==> src/rtl/debounce_bank.sv <==
// debounce_bank
//   Multi-channel push-button conditioner. Every channel synchronises its raw
//   button, debounces press and release symmetrically against one shared
//   sample tick, and produces a clean level, one-clk press/release strobes
//   and an optional auto-repeat strobe while the key stays held.
//
// Ports
//   clk            system clock, all logic on posedge
//   rst            synchronous, active-high reset
//   button         raw asynchronous buttons, active-high
//   level          debounced button state
//   press          one-clk strobe on each debounced 0->1
//   release_pulse  one-clk strobe on each debounced 1->0
//   repeat_pulse   one-clk auto-repeat strobe while held
//                  ("release" and "repeat" are reserved words, hence the suffix)
//   rpt_state      repeat FSM state per channel, 2 bits each
//                  (channel i at [2*i +: 2]; 0 IDLE, 1 DELAY, 2 RPT),
//                  all zero when auto-repeat is disabled
module debounce_bank #(
    parameter int CHANNELS     = 4,
    parameter int TICK_DIV     = 100000,
    parameter int THRESHOLD    = 10,
    parameter int REPEAT_EN    = 1,
    parameter int REPEAT_DELAY = 300,
    parameter int REPEAT_RATE  = 100
) (
    input  logic                  clk,
    input  logic                  rst,
    input  logic [CHANNELS-1:0]   button,
    output logic [CHANNELS-1:0]   level,
    output logic [CHANNELS-1:0]   press,
    output logic [CHANNELS-1:0]   release_pulse,
    output logic [CHANNELS-1:0]   repeat_pulse,
    output logic [2*CHANNELS-1:0] rpt_state
);

    localparam int DIV_W = (TICK_DIV > 1) ? $clog2(TICK_DIV) : 1;
    localparam logic [DIV_W-1:0] DIV_LAST = DIV_W'(TICK_DIV - 1);

    localparam int CNT_W = (THRESHOLD > 1) ? $clog2(THRESHOLD) : 1;
    localparam logic [CNT_W-1:0] CNT_LAST = CNT_W'(THRESHOLD - 1);

    localparam int RMAX = (REPEAT_DELAY > REPEAT_RATE) ? REPEAT_DELAY : REPEAT_RATE;
    localparam int RCNT_W = (RMAX > 1) ? $clog2(RMAX) : 1;
    localparam logic [RCNT_W-1:0] DELAY_LAST = RCNT_W'(REPEAT_DELAY - 1);
    localparam logic [RCNT_W-1:0] RATE_LAST  = RCNT_W'(REPEAT_RATE - 1);

    typedef enum logic [1:0] {
        IDLE  = 2'd0,
        DELAY = 2'd1,
        RPT   = 2'd2
    } rpt_state_e;

    // Two-flop synchroniser; everything downstream looks at sync2 only.
    logic [CHANNELS-1:0] sync1;
    logic [CHANNELS-1:0] sync2;

    always_ff @(posedge clk) begin
        if (rst) begin
            sync1 <= '0;
            sync2 <= '0;
        end else begin
            sync1 <= button;
            sync2 <= sync1;
        end
    end

    // Shared prescaler. With TICK_DIV == 1 the count sits at 0 and tick is
    // permanently high.
    logic [DIV_W-1:0] div_cnt;
    logic             tick;

    assign tick = (div_cnt == DIV_LAST);

    always_ff @(posedge clk) begin
        if (rst) begin
            div_cnt <= '0;
        end else if (tick) begin
            div_cnt <= '0;
        end else begin
            div_cnt <= div_cnt + 1'b1;
        end
    end

    // Combinational "level flips on this edge" events; the registered
    // strobes and the repeat FSM both key off these so press/release and
    // the FSM transition land on the same edge as the level change.
    logic [CHANNELS-1:0] press_evt;
    logic [CHANNELS-1:0] rel_evt;

    for (genvar i = 0; i < CHANNELS; i++) begin : g_ch
        logic [CNT_W-1:0] cnt;
        logic             level_q;
        logic             press_q;
        logic             rel_q;
        logic             flip;

        assign flip         = tick && (sync2[i] != level_q) && (cnt == CNT_LAST);
        assign press_evt[i] = flip && !level_q;
        assign rel_evt[i]   = flip &&  level_q;

        always_ff @(posedge clk) begin
            if (rst) begin
                cnt     <= '0;
                level_q <= 1'b0;
                press_q <= 1'b0;
                rel_q   <= 1'b0;
            end else begin
                press_q <= press_evt[i];
                rel_q   <= rel_evt[i];
                if (tick) begin
                    if (sync2[i] == level_q) begin
                        cnt <= '0;
                    end else if (cnt == CNT_LAST) begin
                        level_q <= ~level_q;
                        cnt     <= '0;
                    end else begin
                        cnt <= cnt + 1'b1;
                    end
                end
            end
        end

        assign level[i]         = level_q;
        assign press[i]         = press_q;
        assign release_pulse[i] = rel_q;

        if (REPEAT_EN != 0) begin : g_rpt
            rpt_state_e        state;
            logic [RCNT_W-1:0] rcnt;
            logic              rpt_q;

            // The press edge only arms DELAY; counting starts on the next
            // tick, so the press tick is not part of REPEAT_DELAY.
            always_ff @(posedge clk) begin
                if (rst) begin
                    state <= IDLE;
                    rcnt  <= '0;
                    rpt_q <= 1'b0;
                end else begin
                    rpt_q <= 1'b0;
                    if (rel_evt[i]) begin
                        // Release wins over a repeat due on the same tick.
                        state <= IDLE;
                        rcnt  <= '0;
                    end else begin
                        case (state)
                            IDLE: begin
                                if (press_evt[i]) begin
                                    state <= DELAY;
                                    rcnt  <= '0;
                                end
                            end
                            DELAY: begin
                                if (tick) begin
                                    if (rcnt == DELAY_LAST) begin
                                        rpt_q <= 1'b1;
                                        state <= RPT;
                                        rcnt  <= '0;
                                    end else begin
                                        rcnt <= rcnt + 1'b1;
                                    end
                                end
                            end
                            RPT: begin
                                if (tick) begin
                                    if (rcnt == RATE_LAST) begin
                                        rpt_q <= 1'b1;
                                        rcnt  <= '0;
                                    end else begin
                                        rcnt <= rcnt + 1'b1;
                                    end
                                end
                            end
                            default: begin
                                state <= IDLE;
                                rcnt  <= '0;
                            end
                        endcase
                    end
                end
            end

            assign repeat_pulse[i]   = rpt_q;
            assign rpt_state[2*i +: 2] = state;
        end else begin : g_norpt
            assign repeat_pulse[i]   = 1'b0;
            assign rpt_state[2*i +: 2] = 2'd0;
        end
    end

endmodule

==> config.mk <==
export PLATFORM = sky130hd
export DESIGN_NAME = debounce_bank
export DESIGN_NICKNAME = d
export VERILOG_FILES = /design/src/rtl/debounce_bank.sv
export SDC_FILE = /design/constraint.sdc
export NUM_CORES = 1
export LEC_CHECK = 0
export BUFFER_PORTS_ARGS = -buffer_cell sky130_fd_sc_hd__buf_2
export CORE_AREA = 2 2 112 114
export CTS_CLUSTER_SIZE = 28
export DETAILED_ROUTE_END_ITERATION = 6
export DIE_AREA = 0 0 114 116
export PLACE_DENSITY = 0.58
export SLEW_MARGIN = 20
export SYNTH_ARGS = -nofsm -noshare
export SYNTH_HDL_FRONTEND = slang
export SYNTH_SLANG_ARGS = --single-unit
==> constraint.sdc <==
create_clock -name clk -period 5.14 [get_ports clk]
set_input_delay 1.028 -clock clk [delete_from_list [all_inputs] [get_ports clk]]
set_output_delay 1.028 -clock clk [all_outputs]
set_load 0.02 [all_outputs]
==> impl_metrics.json <==
{
  "netlist_instances": 600,
  "cap_violations": 0,
  "p_leak_nw": 2.08,
  "slew_headroom_pct": 35.8,
  "critical_path_class": "flop to flop",
  "dieArea_um2": 13200,
  "layout_common_cells": "101 x dfxtp_1, 38 x o21ai_0, 32 x nand3_1, 32 x nand2b_1, 30 x nor2_1",
  "final.min_clock_period_ns": 2.82,
  "grt_setup_unrepaired": "false",
  "multi_input_area_um2": 3010,
  "cts_buffers": 9,
  "diodes": 0,
  "dpl-instance-area_um2": 5440,
  "worstPathRequired_ns": 5.38,
  "vias": 4359,
  "synth_seq_area_share_pct": 38.0,
  "h-tree-depth": 3,
  "worstPathArrival_ns": 3.06,
  "start_kind": "flop",
  "pwr-share-seq_pct": 49.1,
  "post_cts_buffers": 0,
  "max_freq_ghz": 0.355,
  "finalSetupViolations": 0,
  "min_path_type": "flop to flop",
  "clock_sinks": 101,
  "drv_slew": 0,
  "ys_warn_count": 0,
  "area_delta_synth_final_pct": 7.87,
  "antenna_found_initial": 0,
  "fin_area_um2": 5750,
  "rows": 40,
  "track_usage_pct": 18.0,
  "vias_per_cell": 5.77,
  "internal_power_w": 0.00125,
  "io_buffers": 29,
  "tns_ns": 0,
  "hpwlAfterDp_um": 7790,
  "fin_skew_ns": 0.00581,
  "path_clk_slew_ns": 0.07,
  "grt-ovfl-total": 0,
  "clock_power_share_pct": 43.5,
  "ff_latch_area_um2": 2020,
  "cts-resized-gates": 0,
  "worstSkewPairLatency_ns": 0.35,
  "worst-path-max-fanout": 34,
  "p_comb_share_pct": 7.4,
  "synthArstFlopShare_pct": 0,
  "power_density_nw_per_um2": 283,
  "synth-edff-count": 0,
  "drtIter0Drc": 253,
  "grt_max_degree": 35,
  "cts.root.buffer_cell": "clkbuf_16",
  "grt_pass1_vias": 4079,
  "die_width_um": 114,
  "pin_count": 30,
  "start_util_pct": 44.7,
  "fin_nets": 637,
  "clockBufferDepth": 2,
  "cts_tree": "yes",
  "cp-end-kind": "flop",
  "core_area_um2": 11900,
  "nFillCells": 1144,
  "routed_wl_um": 11300,
  "syn_area_per_cell_um2": 8.88,
  "grt_first_pass_wirelength_um": 19400,
  "drc": 0,
  "first_pass_iters": 4,
  "period_share_pct": 54.8,
  "synth-seq-cells": 101,
  "synth_top_flop_cell": "dfxtp_1",
  "syn_area_um2": 5330,
  "gp_congestion": 0.759,
  "switching_power_w": 0.000374,
  "layout_commonest_cell": "dfxtp_1",
  "holdBufCountCts": 0,
  "worst_slew_pin_slew_ns": 0.960,
  "die_h_um": 116,
  "wl_per_cell_um": 14.9,
  "vdd_ir_drop_max_uv": 123,
  "drive_above_1_share_pct": 11.3,
  "switching_share_pct": 23.0,
  "status": "finished clean",
  "synth_cell_type_count": 53,
  "timing_hold_violations_final": 0,
  "final_util_pct": 48.2,
  "postRouteAntennaNets": 0,
  "synth_nets": 631
}
[cell usage after synthesis, types with 5 or more instances]
cell type  number  area, um2
nor3b_1         7       52.6
or3_1           5       31.3
o21a_1          7       52.6
a21o_1          8       60.1
buf_2           8       40.0
o21ai_0        38        190
nor2_1         30        113
clkbuf_1        8       30.0
o2111ai_1       9       78.8
nor2b_1        19        119
o21ai_1         6       30.0
nor4_1          6       37.5
ha_1           25        313
inv_1          21       78.8
a311oi_1       24        210
buf_4          16        120
nand3_1        32        160
nand2b_1       32        200
dfxtp_1       101       2020
xor2_1         11       96.3
or2_2           7       43.8
and2_1          6       37.5
and3_1         25        156
a21oi_1        25        125
xnor2_1         6       52.6
nand2_1        24       90.1
nand3b_1        8       60.1
a31oi_1        25        156
[worst max-delay path, stage by stage (launching register included)]
cell,delay (ns)
dfxtp_1,0.35
ha_1,0.22
and4_1,0.35
nand4_4,0.48
nand2b_1,0.88
o21ai_0,0.21
a21o_1,0.22
[routing by layer]
metal / up-vias / track usage, % / routed length (um)
met3: 9 / 3.03 / 368
met2: 65 / 28.5 / 4890
met5: - / 0 / 0
li1: 2214 / - / -
met4: 0 / 6.18 / 151
met1: 2071 / 24.9 / 5850
[flip-flops by register name, indices dropped and copies added, names as in the netlist]
register and count:
g_ch.g_rpt.rpt_q 4, g_ch.cnt 16, g_ch.level_q 4, g_ch.rel_q 4, g_ch.g_rpt.state 8, g_ch.press_q 4
div_cnt 17, g_ch.g_rpt.rcnt 36, sync2 4, sync1 4
[kinds of logic after synthesis]
group,share of synthesized area (%)
AOI/OAI and AO/OA,21.6
xor gates and xnor gates,2.80
adders and majority gates,5.87
buffers and inverters,5.47
DFF,38.0
and+or+nand+nor,26.3
[power groups by stage]
stage / sequential, W / combinational, W / clock, W
2_1_floorplan: 0.000820 / 0.0000873 / 0
3_5_place_dp: 0.000817 / 0.000120 / 0
6_report: 0.000799 / 0.000120 / 0.000707
3_3_place_gp: 0.000816 / 0.000117 / 0
5_1_grt: 0.000800 / 0.000137 / 0.000757
4_1_cts: 0.000799 / 0.000120 / 0.000728
[cell type report]
| class | count | area share (%) |
|---|---|---|
| multi-input cells | 444 | 52.4 |
| repair buffers | 29 | 2.53 |
| inverters | 21 | 1.37 |
| clock buffers | 9 | 3.92 |
| well taps | 147 | 3.20 |
| flip-flops and latches | 101 | 35.2 |
| clock inverters | 5 | 1.35 |
[through the flow]
step | power (W) | cells | setup WS [ns] | hold WS, ns
2_1_floorplan | 0.000907 | 600 | 3.05 | 0.414
3_3_place_gp | 0.000933 | 742 | 2.41 | 0.421
3_5_place_dp | 0.000937 | 742 | 2.34 | 0.429
4_1_cts | 0.00165 | 756 | 2.31 | 0.447
5_1_grt | 0.00169 | 756 | 2.04 | 0.456
6_report | 0.00163 | 756 | 2.32 | 0.441
[worst paths after layout]
path	end	cells after the start	start	slack (ns)
min	sync2[2]	1	sync1[2]	0.44
max	g_ch[3].cnt[2]	6	div_cnt[0]	2.32
max reg2reg	g_ch[3].cnt[2]	6	div_cnt[0]	2.32
min reg2reg	sync2[2]	1	sync1[2]	0.44
Power figures use the tool's default switching activity.
